**src/rtl/sample_word_packer.sv**
```systemverilog
// Packs SW-bit sample beats into DW-bit words for the streamIN FIFO, prefixing each
// capture run with a header word {HDR, run_seq}; words hitting a full FIFO are dropped and counted.
module sample_word_packer #(
  parameter int          DW  = 32,
  parameter int          SW  = 8,
  parameter logic [15:0] HDR = 16'hA55A
) (
  input  logic          clk,
  input  logic          reset_,
  input  logic          enable,
  input  logic          sample_valid,
  input  logic [SW-1:0] sample_data,
  input  logic          wfifo_full,
  output logic          wfifo_wr,
  output logic [DW-1:0] wfifo_data,
  input  logic          ovf_clr,
  output logic          ovf_flag,
  output logic [15:0]   ovf_count,
  output logic [15:0]   run_seq
);

  localparam int N    = DW / SW;
  localparam int IDXW = (N > 1) ? $clog2(N) : 1;

  typedef enum logic [1:0] {
    S_IDLE   = 2'd0,
    S_HEADER = 2'd1,
    S_PACK   = 2'd2
  } state_t;

  state_t          state_q, state_d;
  logic [IDXW-1:0] idx_q, idx_d;
  logic [DW-1:0]   pack_q, pack_d;
  logic [15:0]     seq_q, seq_d;
  logic            wr_q, wr_d;
  logic [DW-1:0]   data_q, data_d;
  logic            flag_q, flag_d;
  logic [15:0]     count_q, count_d;

  logic            emit_s;
  logic [DW-1:0]   word_s;
  logic            drop_s;
  logic            flag_base_s;
  logic [15:0]     count_base_s;

  // Run sequencing, slot packing and word emission decision
  always_comb begin
    state_d = state_q;
    idx_d   = idx_q;
    pack_d  = pack_q;
    seq_d   = seq_q;
    emit_s  = 1'b0;
    word_s  = pack_q;
    case (state_q)
      S_IDLE: begin
        if (enable) state_d = S_HEADER;
        else        state_d = S_IDLE;
      end
      S_HEADER: begin
        emit_s        = 1'b1;
        word_s        = '0;
        word_s[31:0]  = {HDR, seq_q};
        seq_d         = seq_q + 16'd1;
        state_d       = S_PACK;
      end
      S_PACK: begin
        if (!enable) begin
          idx_d   = '0;
          pack_d  = '0;
          state_d = S_IDLE;
        end else if (sample_valid) begin
          for (int k = 0; k < N; k++) begin
            if (idx_q == IDXW'(k)) pack_d[k*SW +: SW] = sample_data;
          end
          if (idx_q == IDXW'(N - 1)) begin
            emit_s = 1'b1;
            word_s = pack_d;
            idx_d  = '0;
          end else begin
            idx_d = idx_q + IDXW'(1);
          end
        end else begin
          idx_d = idx_q;
        end
      end
      default: begin
        idx_d   = '0;
        pack_d  = '0;
        state_d = S_IDLE;
      end
    endcase
  end

  // Write strobe and overflow accounting; a clear lands before a same-cycle drop
  always_comb begin
    wr_d   = 1'b0;
    data_d = data_q;
    drop_s = 1'b0;
    if (emit_s) begin
      if (!wfifo_full) begin
        wr_d   = 1'b1;
        data_d = word_s;
      end else begin
        drop_s = 1'b1;
      end
    end else begin
      drop_s = 1'b0;
    end
    flag_base_s  = ovf_clr ? 1'b0  : flag_q;
    count_base_s = ovf_clr ? 16'd0 : count_q;
    if (drop_s) begin
      flag_d  = 1'b1;
      count_d = (count_base_s == 16'hFFFF) ? count_base_s : count_base_s + 16'd1;
    end else begin
      flag_d  = flag_base_s;
      count_d = count_base_s;
    end
  end

  // State and output registers
  always_ff @(posedge clk or negedge reset_) begin
    if (!reset_) begin
      state_q <= S_IDLE;
      idx_q   <= '0;
      pack_q  <= '0;
      seq_q   <= 16'd0;
      wr_q    <= 1'b0;
      data_q  <= '0;
      flag_q  <= 1'b0;
      count_q <= 16'd0;
    end else begin
      state_q <= state_d;
      idx_q   <= idx_d;
      pack_q  <= pack_d;
      seq_q   <= seq_d;
      wr_q    <= wr_d;
      data_q  <= data_d;
      flag_q  <= flag_d;
      count_q <= count_d;
    end
  end

  assign wfifo_wr   = wr_q;
  assign wfifo_data = data_q;
  assign ovf_flag   = flag_q;
  assign ovf_count  = count_q;
  assign run_seq    = seq_q;

endmodule

```
**config.mk**
```make
export PLATFORM = sky130hd
export DESIGN_NAME = sample_word_packer
export DESIGN_NICKNAME = d
export VERILOG_FILES = /design/src/rtl/sample_word_packer.sv
export SDC_FILE = /design/constraint.sdc
export NUM_CORES = 1
export LEC_CHECK = 0
export ABC_AREA = 0
export ABC_CLOCK_PERIOD_IN_PS = 5070
export CORE_ASPECT_RATIO = 1.2
export CORE_MARGIN = 10
export CORE_UTILIZATION = 44
export CTS_CLUSTER_DIAMETER = 100
export DETAILED_ROUTE_END_ITERATION = 8
export GPL_TIMING_DRIVEN = 1
export PLACE_DENSITY = 0.64
export SLEW_MARGIN = 20
export SYNTH_ARGS = -nofsm -noshare
export SYNTH_HDL_FRONTEND = slang
export SYNTH_SLANG_ARGS = --single-unit
```
**constraint.sdc**
```tcl
create_clock -name clk -period 5.07 [get_ports clk]
set_clock_uncertainty 0.05 [all_clocks]
set_input_delay 0.507 -clock clk [delete_from_list [all_inputs] [get_ports clk]]
set_output_delay 0.507 -clock clk [all_outputs]
set_load 0.01 [all_outputs]
```
==> flow_metrics.tcl <==
set metrics [dict create \
    grt_overflow 0 \
    cts_buffers 9 \
    drv_cap 0 \
    post_drt_wl_per_cell_um 19.59 \
    synth-edff-count 0 \
    place_congestion 0.8733 \
    io-pin-count 80 \
    cts_hold_buf 0 \
    wirelength_um 13080 \
    drt-initial-drc-count 331 \
    setup_viol 0 \
    use_met3 0.04233 \
    powerDensity_nw_per_um2 400.5 \
    diodes 0 \
    use_met1 0.2153 \
    ff2ff_path_depth 8 \
    clk_path_buf_depth 2 \
    vdd_drop_max_uv 190.1 \
    critPathMaxFanout 22 \
    dieWidth_um 116.9 \
    postRouteAntennaNets 0 \
    rsz0062_at_grt "no" \
    grt_usage 0.1700 \
    layout-drive-gt1-share 0.08582 \
    yosysMostFrequentCell "dfrtp_1" \
    yosysWarningCount 0 \
    syn_area_um2 4962 \
    port_buffers 79 \
    max_freq_mhz 352.7 \
    rows 42 \
    worstPathArrival_ps 3040 \
    grt_pass1_wl_um 21420 \
    synth_commonest_cells "102 x dfrtp_1, 43 x nand2_1, 31 x a22o_1" \
    hpwl_um 9328 \
    antenna_found_initial 0 \
    drtPass1Iterations 5 \
    synth.net_count 488 \
    ys_seq_area_frac 0.5144 \
    area_growth_syn_to_layout_pct 23.73 \
    drv_slew 0 \
    dp.cells 652 \
    r2r_slack_ps 2230 \
    cts_num_sinks 102 \
    r2r-end "wfifo_data[30]$_DFFE_PN0P_" \
    fin_nets 555 \
    timing.slew.headroom 0.4226 \
    num_vias 3920 \
    yosys.area.top_type "dfrtp_1" \
    fin_cells 668 \
    via_per_inst 5.868 \
    tightestPinTransition_ps 858.3 \
    postCtsSetupRepairBufs 0 \
    hold_viol_final 0 \
    holdWs_ps 200.1 \
    utilization 0.5563 \
    fin_crit_sh 0.5592 \
    async_reset_ff_frac 1.000 \
    drc_errors 0 \
    endpoint_kind "register" \
    ys_types 47 \
    syn_inst 464 \
    cts_resized 0 \
    die_h_um 136.3 \
    post_synth.cell_area_avg_um2 10.69 \
    design.die.area_um2 15940 \
    timing.final.crit_period_ps 2835 \
    htreeDepth 3 \
    fin_setup_tns_ps 0 \
    clock-root-buffer "clkbuf_16" \
    r2r_start "state_q[0]$_DFFE_PN0P_" \
    cp.required_ps 5280 \
    min_path_type "primary input to asynchronous set/reset pin" \
    met2_usage 0.2786 \
    grt_pass1_vias 4044 \
    core_area_um2 11040 \
    status "completed" \
    power_uw 2459 \
    cts_tree "done" \
    grt_busiest_layer "met2" \
    grt_max_degree 62 \
    clk_latency_ps 340 \
    startpoint_type "register" \
    initial_core_util 0.4497 \
    leakage_uw 0.002614 \
    synth-seq-cells 102 \
    critPathKind "register to register" \
    synth_top_area_share 0.5144 \
    ys.flop_type "dfrtp_1" \
    clk_pin_slew_ps 70 \
    yosys-top-cells-area "dfrtp_1 51%, a22o_1 5.5%, mux2_2 4.3%" \
]
-- kinds of logic after synthesis --
| kind of cell | synth area share |
|---|---|
| AND/OR/NAND/NOR | 0.1536 |
| AO/OA/AOI/OAI | 0.1682 |
| flip-flops | 0.5144 |
| buffers and inverters | 0.03000 |
| multiplexers | 0.06985 |
| XOR/XNOR | 0.03883 |
| adder cells (fa/ha/maj) | 0.02521 |
-- worst max-delay path: stages (launching register included) --
cell,delay (ps)
dfrtp_1,410
inv_1,100
ha_1,380
a41oi_2,240
or3_1,650
buf_4,340
inv_2,210
o21ai_1,160
o21ai_0,190
-- worst max-delay path by stage --
stage | startpoint | endpoint | slack, ps | cells after the start
6_report | state_q[0]$_DFFE_PN0P_ | wfifo_data[30]$_DFFE_PN0P_ | 2230 | 8
5_1_grt | state_q[0]$_DFFE_PN0P_ | wfifo_data[30]$_DFFE_PN0P_ | 1990 | 8
4_1_cts | state_q[0]$_DFFE_PN0P_ | wfifo_data[30]$_DFFE_PN0P_ | 2200 | 8
3_5_place_dp | ovf_clr | ovf_count[7]$_DFF_PN0_ | 1880 | 8
3_3_place_gp | ovf_clr | ovf_count[7]$_DFF_PN0_ | 1960 | 8
2_1_floorplan | ovf_clr | ovf_count[1]$_DFF_PN0_ | 2820 | 8
-- cell type report --
class                      instances  area [um2]
inverter                          10       37.54
clock buffer                      10       239.0
multi-input combinational        324        2261
sequential                       102        2552
tap                              132       165.2
clock inverter                     6       58.81
timing repair buffer              84       825.8
fill                             992        4896
-- routing by layer --
| metal | up-vias | wire length, um | share of wire |
|---|---|---|---|
| li1 | 1848 | - | - |
| met1 | 1932 | 5564 | 0.43 |
| met2 | 129 | 6442 | 0.49 |
| met3 | 11 | 920 | 0.070 |
| met4 | 0 | 157 | 0.012 |
| met5 | - | 0 | 0 |
-- state kept, by name, indices dropped and copies added, names as in the netlist --
signal and cells:
pack_q 32, wfifo_data 32, ovf_count 16, run_seq 16, idx_q 2, state_q 2, ovf_flag 1, wfifo_wr 1
-- per-stage QoR --
step / instance area [um2] / setup slack (ps)
3_3_place_gp: 5842 / 1956
6_report: 6140 / 2235
2_1_floorplan: 4962 / 2822
4_1_cts: 6140 / 2205
5_1_grt: 6140 / 1993
3_5_place_dp: 5842 / 1876
-- placed cells by master, fill, tap and decap left out, types with 5 or more instances in the layout --
cell type / n
a22o_1: 31
dfrtp_1: 102
clkdlybuf4s50_1: 78
inv_1: 9
ha_1: 10
buf_4: 6
nand4_1: 10
clkbuf_16: 9
nand3_1: 19
xor2_1: 5
mux2_2: 19
mux2i_1: 11
a222oi_1: 16
a21oi_1: 8
a31oi_1: 7
nor2b_1: 11
nor2_1: 19
o21ai_0: 22
o21ai_1: 15
and2_1: 6
xnor2_1: 17
and3_1: 6
nand2_1: 43
nand2b_1: 6
nor4_1: 5
-- where the power goes --
part           total (uW)  switching [uW]  internal (uW)
logic                 766             456            311
registers             999            90.4            908
clock network         694             299            395
total                2460             845           1610
No activity file was read; power rests on OpenSTA's default activity.
